### src/rtl/shift_reg_pkg.sv
// Shared definitions for the serial shift-register link (tx and rx ends).
// SHIFT_REG_PARITY_EN adds one odd-parity bit to every frame.
package shift_reg_pkg;

  localparam int SR_WIDTH_DEF = 8;
  localparam int SR_CNT_W_DEF = $clog2(SR_WIDTH_DEF + 1);

  typedef enum logic {
    ST_EMPTY,
    ST_FULL
  } sr_state_e;

  function automatic int sr_frame_len(input int width);
`ifdef SHIFT_REG_PARITY_EN
    return width + 1;
`else
    return width;
`endif
  endfunction

endpackage

### src/rtl/shift_reg_sipo_core.sv
// Deserializer datapath: shift register, bit counter, completion pulse.
// SHIFT_REG_PARITY_EN: the trailing parity bit is counted but not shifted in.
module shift_reg_sipo_core
  import shift_reg_pkg::*;
#(
  parameter int WIDTH     = SR_WIDTH_DEF,
  parameter int MSB_FIRST = 1,
  parameter int CW        = $clog2(WIDTH + 1)
) (
  input  logic             clk,
  input  logic             reset,
  input  logic             sin_i,
  input  logic             shift_i,
  input  logic             clear_i,
  output logic [WIDTH-1:0] word_o,
  output logic             done_o,
  output logic [CW-1:0]    bit_cnt_o
);

  localparam int FRAME = sr_frame_len(WIDTH);

  logic [WIDTH-1:0] sr_q, sr_d, shifted;
  logic [CW-1:0]    cnt_q, cnt_d;
  logic             take, last;

  if (MSB_FIRST != 0) begin : g_msb
    assign shifted = {sr_q[WIDTH-2:0], sin_i};
  end else begin : g_lsb
    assign shifted = {sin_i, sr_q[WIDTH-1:1]};
  end

  assign take   = shift_i && !clear_i;
  assign last   = (cnt_q == CW'(FRAME - 1));
  assign done_o = take && last;

  // With parity the final edge carries the parity bit, so the word is already complete.
  if (FRAME == WIDTH) begin : g_nopar
    assign word_o = shifted;
  end else begin : g_par
    assign word_o = sr_q;
  end

  assign bit_cnt_o = cnt_q;

  always_comb begin
    sr_d  = sr_q;
    cnt_d = cnt_q;
    if (clear_i) begin
      sr_d  = '0;
      cnt_d = '0;
    end else if (take) begin
      if (cnt_q < CW'(WIDTH)) sr_d = shifted;
      cnt_d = last ? '0 : cnt_q + CW'(1);
    end
  end

  always_ff @(posedge clk) begin
    if (reset) begin
      sr_q  <= '0;
      cnt_q <= '0;
    end else begin
      sr_q  <= sr_d;
      cnt_q <= cnt_d;
    end
  end

endmodule

### src/rtl/shift_reg_sipo_rx.sv
// Serial-in receiver: one buffered output word, sticky overrun.
// SHIFT_REG_PARITY_EN adds odd-parity checking and the parity_err port.
module shift_reg_sipo_rx
  import shift_reg_pkg::*;
#(
  parameter int WIDTH     = SR_WIDTH_DEF,
  parameter int MSB_FIRST = 1
) (
  input  logic                       clk,
  input  logic                       reset,
  input  logic                       sin,
  input  logic                       shift,
  input  logic                       clear,
  output logic [WIDTH-1:0]           data_out,
  output logic                       out_valid,
  input  logic                       out_ready,
  output logic                       overrun,
`ifdef SHIFT_REG_PARITY_EN
  output logic                       parity_err,
`endif
  output logic [$clog2(WIDTH+1)-1:0] bit_cnt
);

  localparam int CW = $clog2(WIDTH + 1);

  sr_state_e        state_q;
  logic [WIDTH-1:0] data_q;
  logic [WIDTH-1:0] word;
  logic             done;
  logic             ovr_q;

  shift_reg_sipo_core #(
    .WIDTH    (WIDTH),
    .MSB_FIRST(MSB_FIRST),
    .CW       (CW)
  ) u_core (
    .clk      (clk),
    .reset    (reset),
    .sin_i    (sin),
    .shift_i  (shift),
    .clear_i  (clear),
    .word_o   (word),
    .done_o   (done),
    .bit_cnt_o(bit_cnt)
  );

`ifdef SHIFT_REG_PARITY_EN
  logic perr_q;
  logic par_ok;
  // On the completing edge sin is the parity bit.
  assign par_ok     = ^{word, sin};
  assign parity_err = perr_q;

  always_ff @(posedge clk) begin
    if (reset || clear) perr_q <= 1'b0;
    else if (done && !par_ok) perr_q <= 1'b1;
  end
`endif

  always_ff @(posedge clk) begin
    if (reset) begin
      state_q <= ST_EMPTY;
      data_q  <= '0;
      ovr_q   <= 1'b0;
    end else begin
      if (clear) ovr_q <= 1'b0;
      unique case (state_q)
        ST_EMPTY: begin
          if (done) begin
            state_q <= ST_FULL;
            data_q  <= word;
          end
        end
        ST_FULL: begin
          if (done && out_ready) data_q <= word;
          else if (done) ovr_q <= 1'b1;
          else if (out_ready) state_q <= ST_EMPTY;
        end
      endcase
    end
  end

  assign data_out  = data_q;
  assign out_valid = (state_q == ST_FULL);
  assign overrun   = ovr_q;

endmodule

### config.mk
export PLATFORM = sky130hd
export DESIGN_NAME = shift_reg_sipo_rx
export DESIGN_NICKNAME = d
export VERILOG_FILES = /design/src/rtl/shift_reg_pkg.sv /design/src/rtl/shift_reg_sipo_core.sv /design/src/rtl/shift_reg_sipo_rx.sv
export SDC_FILE = /design/constraint.sdc
export NUM_CORES = 1
export LEC_CHECK = 0
export ABC_AREA = 1
export ABC_CLOCK_PERIOD_IN_PS = 2100
export CAP_MARGIN = 15
export CORE_AREA = 4 4 60 67
export CTS_BUF_LIST = sky130_fd_sc_hd__clkbuf_8
export DETAILED_ROUTE_END_ITERATION = 10
export DIE_AREA = 0 0 64 71
export GPL_TIMING_DRIVEN = 0
export HOLD_SLACK_MARGIN = 0.03
export PLACE_DENSITY = 0.56
export SYNTH_ARGS = -nofsm -noshare
export SYNTH_HDL_FRONTEND = slang
export SYNTH_SLANG_ARGS = --single-unit
export TNS_END_PERCENT = 100
### constraint.sdc
create_clock -name clk -period 2.1 [get_ports clk]
set_input_delay 0.21 -clock clk [delete_from_list [all_inputs] [get_ports clk]]
set_output_delay 0.21 -clock clk [all_outputs]
set_load 0.05 [all_outputs]
Yosys cells after proc, flatten, opt, wreduce, memory -nomap -nowiden --
Cells that the tools add are included.
Storage, ports and cells: input bits 6, output and inout port bits 14, register bits after elaboration 21, logic and storage cells 31
Operators by class: magnitude comparators 1, mux-type cells 13, $add $sub $neg 1, bitwise logic cells 1, reductions and logical operators 7, equal/unequal tests 3
Operator list (count):
- $mux 8 | 2
- $pmux 8 s2 | 1
- $mux 1 | 8
- $add 4x1->4 const B | 1
- $eq 4x3->1 const B | 1
- $lt 4x4->1 const B | 1
- $mux 4 | 1
- $reduce_and 2->1 | 2
- $logic_and 1x1->1 | 3
- $ne 2x1->1 const B | 1
- $ne 2x2->1 const B | 1
- $pmux 1 s2 | 1
- $reduce_or 2->1 | 1
- $logic_not 1->1 | 1
- $not 1->1 | 1

Depth between registers and ports, before layout --
depth in word-level cells 6, gate-level depth with buffers 7, mapped depth without buffers 7

Hierarchy --
From an unflattened synthesis, not the netlist that was laid out.
Unflattened totals: cells, all modules 123, area, all modules 937.1 µm²
By module, submodules not included:
- shift_reg_sipo_core | sequential area each 220.2 µm², area each 483.0 µm², times used 1, cells an instance 61
- shift_reg_sipo_rx | sequential area each 200.2 µm², area each 454.2 µm², times used 1, cells an instance 62

Worst setup path after synthesis --
No wires, ideal clock.
path kind register to register, from reg u_core.cnt_q[1], in the netlist u_core.bit_cnt_o[1], to reg data_q[0], in the netlist data_out[0], stages on the path, launching flop included 8, required time 1.990 ns, setup time 0.110 ns, setup slack 0.470 ns, buffers on the path 1, arrival 1.520 ns, clock period less this slack 1.630 ns, cells stage by stage dfxtp_1 -> ha_1 -> nand2_1 -> nor2_2 -> buf_2 -> nand4_1 -> nand2_1 -> nor2_1
Between the ends: cells in the longest elaborated chain, start to end 5, elaborated cells on any way between the ends 6, those cells by class 3 x eq/ne; 3 x reduce/logical
RTL lines:
- from (decl) | RTL line shift_reg_sipo_core.sv:23 | logic [CW-1:0] cnt_q, cnt_d;
- from (signal assigned) | RTL line shift_reg_sipo_core.sv:63 | cnt_q <= cnt_d;
- $eq 4x3->1 (*) | RTL line shift_reg_sipo_core.sv:33 | assign last = (cnt_q == CW'(FRAME - 1));
- $logic_and 1x1->1 (*) | RTL line shift_reg_sipo_core.sv:34 | assign done_o = take && last;
- $logic_and 1x1->1 | RTL line shift_reg_sipo_rx.sv:75 | if (done && out_ready) data_q <= word;
- $ne 2x1->1 (no source line)
- $reduce_and 2->1 (no source line) (*)
- to (signal assigned) | RTL line shift_reg_sipo_rx.sv:71 | data_q <= word;
- to (signal assigned) | RTL line shift_reg_sipo_rx.sv:75
- to (decl) | RTL line shift_reg_sipo_rx.sv:27 | logic [WIDTH-1:0] data_q;
Every way passes the cells marked *; elsewhere a longest branch is shown, timed or not. A chain may end at the register's enable or synchronous reset.

Worst setup path after layout --
from reg u_core.cnt_q[3], in the netlist u_core.bit_cnt_o[3], to out bit_cnt[3]
RTL lines:
- to (decl) | RTL line shift_reg_sipo_rx.sv:21 | output logic [$clog2(WIDTH+1)-1:0] bit_cnt
No word-level cell between the ends.

==> summary.md <==
| Metric | Value |
|---|---|
| Reg clk slew, reported paths | `80 ps` |
| Vert. Die Dim | `71 um` |
| Largest delay contributor family on the critical path | `buffers and inverters` |
| Syn Nets | `145` |
| Slowest stage delay, CP | `830 ps` |
| Reg2reg path depth | `7` |
| Worst Hold Class | `reg2reg` |
| Final #Nets | `169` |
| Final Cycle Share | `81.1%` |
| Slew @ Worst Pin | `507 ps` |
| Total number of vias | `869` |
| Avg Inst Size Synth | `6.98 um2` |
| Register area share after synthesis | `43.6%` |
| Ports | `20` |
| R2R Path Start | `u_core.bit_cnt_o[1]$_SDFFE_PP0P_` |
| Hpwl dp | `1.52 mm` |
| Critical path endpoint category | `output pin` |
| Crit path time final | `1700 ps` |
| Num CTS Buffers | `3` |
| Die footprint | `4540 um2` |
| Pwr Density | `577 nW/um2` |
| Post-Syn Area | `963 um2` |
| Hold EP | `u_core.sr_q[6]$_SDFFE_PP0P_` |
| Maximum VDD drop | `0.146 mV` |
| Syn Inst Count | `138` |
| Post-cts sizing count | `0` |
| Largest net degree at the start of global routing | `13` |
| Max clock buf depth | `2` |
| Hold Violations, Final | `0` |
| Post-CTS Setup Repair Bufs | `0` |
| Vias in the first global route | `840` |
| Type of origin of the critical path | `register` |
| Synth warn | `0` |
| Per-cell routed wire length | `9.33 um` |
| Residual DRC | `0` |
| P_leak | `0.481 nW` |
| Final setup TNS | `0 ps` |
| Synth unique cells | `19` |
| Status | `complete, no violations` |
| CP max stage cell | `clkdlybuf4s50_1` |
| Critical path buffers and inverters | `1` |
| Most frequent cells in the layout | `nand2_1, inv_1, dfxtp_1, clkdlybuf4s50_1, nor2_1` |
| Hold_sp | `u_core.sr_q[6]$_SDFFE_PP0P_` |
| Tot GR Track Use | `9.76%` |
| Routability congestion estimate | `0.716` |
| # diodes | `0` |
| 1st-pass router iterations | `4` |
| Setup Skew | `2.04 ps` |
| RSZ-0062 raised after global routing | `no` |
| Post-detailed-route count of antenna-violating nets | `0` |
| Initial Utilization | `28.9%` |
| Fmax | `587 MHz` |
| CTS H-tree lvls | `1` |
| Detailed Route WL | `1.95 mm` |
| Standard-cell row count | `22` |
| Max-Cap Viols | `0` |
| Layout area overhead | `30.8%` |
| CP Cell Sequence | `clkdlybuf4s50_1` |
| Total global routing overflow | `0` |
| Register bit total from synthesis | `21` |
| Clock Tree Root | `clkbuf_8` |
| R2r setup slk | `720 ps` |
| Reg2Reg Capture Point | `data_out[4]$_SDFFE_PP0P_` |
| Clock Latency Late Sink | `260 ps` |
| Commonest non-fill, non-tap cell in the layout | `nand2_1` |
| WP data required | `1890 ps` |
| CP arrival | `1490 ps` |
| CTS tree | `done` |
| Initial drt markers | `29` |
| First-pass GRT wire length | `3.59 mm` |
| CTS Hold Buffers Added | `0` |
| Initial antenna violation count | `0` |
| Die W | `64 um` |
| PortBufs | `19` |
| Slew headroom | `66.1%` |
| Core footprint | `3330 um2` |
| Total power after layout | `727 uW` |
| DR vias/cell | `4.16` |
| # setup viols final | `0` |
| WHS Path Cells | `2` |
| Critical path class | `reg2out` |
| Fin. max-slew vios | `0` |
| Clock tree sinks | `21` |
| Crit-path max FO | `4` |
| Layout cells sized above 1 | `7.45%` |
## power by group
part	leakage [nW]	switching (mW)	internal [mW]
Combinational	0.286	0.0336	0.0210
Sequential	0.169	0.00192	0.400
Clock	0.0255	0.138	0.132
## area by class of cell
class | count | area [um2]
Clock inverter | 1 | 5.00
Fill cell | 362 | 2070
Sequential cell | 21 | 420
Inverter | 31 | 116
Buffer | 2 | 16.3
Clock buffer | 3 | 41.3
Multi-Input combinational cell | 84 | 410
Tap cell | 48 | 60.1
Timing Repair Buffer | 19 | 190
## per-layer routing
| layer | GRT usage [%] | wire, um | share of wire [%] | up-vias |
|---|---|---|---|---|
| met1 | 11.6 | 872 | 45 | 371 |
| met5 | 0 | 0 | 0 | - |
| met2 | 16.2 | 947 | 49 | 19 |
| met4 | 5.76 | 33 | 1.7 | 0 |
| li1 | - | - | - | 477 |
| met3 | 1.90 | 97 | 5.0 | 2 |
## worst max-delay path by stage
stage	start	end	slack [ps]	cells past startpoint
after floorplan	u_core.bit_cnt_o[1]$_SDFFE_PP0P_	data_out[0]$_SDFFE_PP0P_	470	7
after global placement	shift	data_out[3]$_SDFFE_PP0P_	600	7
after detailed placement	clear	u_core.sr_q[3]$_SDFFE_PP0P_	580	4
after CTS	u_core.bit_cnt_o[3]$_SDFFE_PP0P_	bit_cnt[3]	380	1
after global routing	u_core.bit_cnt_o[0]$_SDFFE_PP0P_	bit_cnt[0]	350	1
final	u_core.bit_cnt_o[3]$_SDFFE_PP0P_	bit_cnt[3]	400	1
## registers in the layout, summed over array words and instances, names as in the netlist
name,flops
data_out,8
u_core.bit_cnt_o,4
out_valid,1
overrun,1
u_core.sr_q,7
## cells by family (layout without fill, tap and decap cells)
logic type,after synthesis,in the layout,share of synthesized area [%]
DFF,21,21,43.6
adders and majority gates,1,1,1.30
buffers and inverters,33,56,13.8
and+or+nand+nor,69,69,33.8
AOI/OAI and AO/OA,14,14,7.53
## worst reg2reg max path: cells and delay by family (launching register included)
kind                     cells  cell delay, ps
adder cells (fa/ha/maj)      1             180
flip-flops                   1             380
buffers and inverters        1             240
AND/OR/NAND/NOR              5             470
## Yosys cell counts
master / instances / area [um2]
inv_1: 28 / 105
ha_1: 1 / 12.5
dfxtp_1: 21 / 420
o21ai_0: 3 / 15.0
a21oi_1: 9 / 45.0
o21bai_1: 1 / 7.51
nand2_1: 34 / 128
buf_6: 1 / 11.3
nor2_8: 1 / 20.0
nand3_1: 9 / 45.0
nand2_2: 1 / 6.26
buf_2: 1 / 5.00
clkinv_1: 1 / 3.75
nand4_1: 8 / 50.1
nor2_2: 1 / 6.26
inv_2: 2 / 7.51
nand3_4: 1 / 17.5
o21ai_1: 1 / 5.00
nor2_1: 14 / 52.6
## stage by stage
| stage | std cells | utilization [%] | worst slack [ps] | hold WS [ps] | instance area [um2] |
|---|---|---|---|---|---|
| after floorplan | 138 | - | 470 | 279 | 963 |
| after CTS | 209 | 37.8 | 379 | 472 | 1260 |
| after detailed placement | 205 | 36.4 | 582 | 460 | 1210 |
| final | 209 | 37.8 | 396 | 467 | 1260 |
| after global placement | 205 | 36.4 | 601 | 450 | 1210 |
| after global routing | 209 | 37.8 | 346 | 490 | 1260 |
Note: power is estimated with default switching activity, not from simulation.
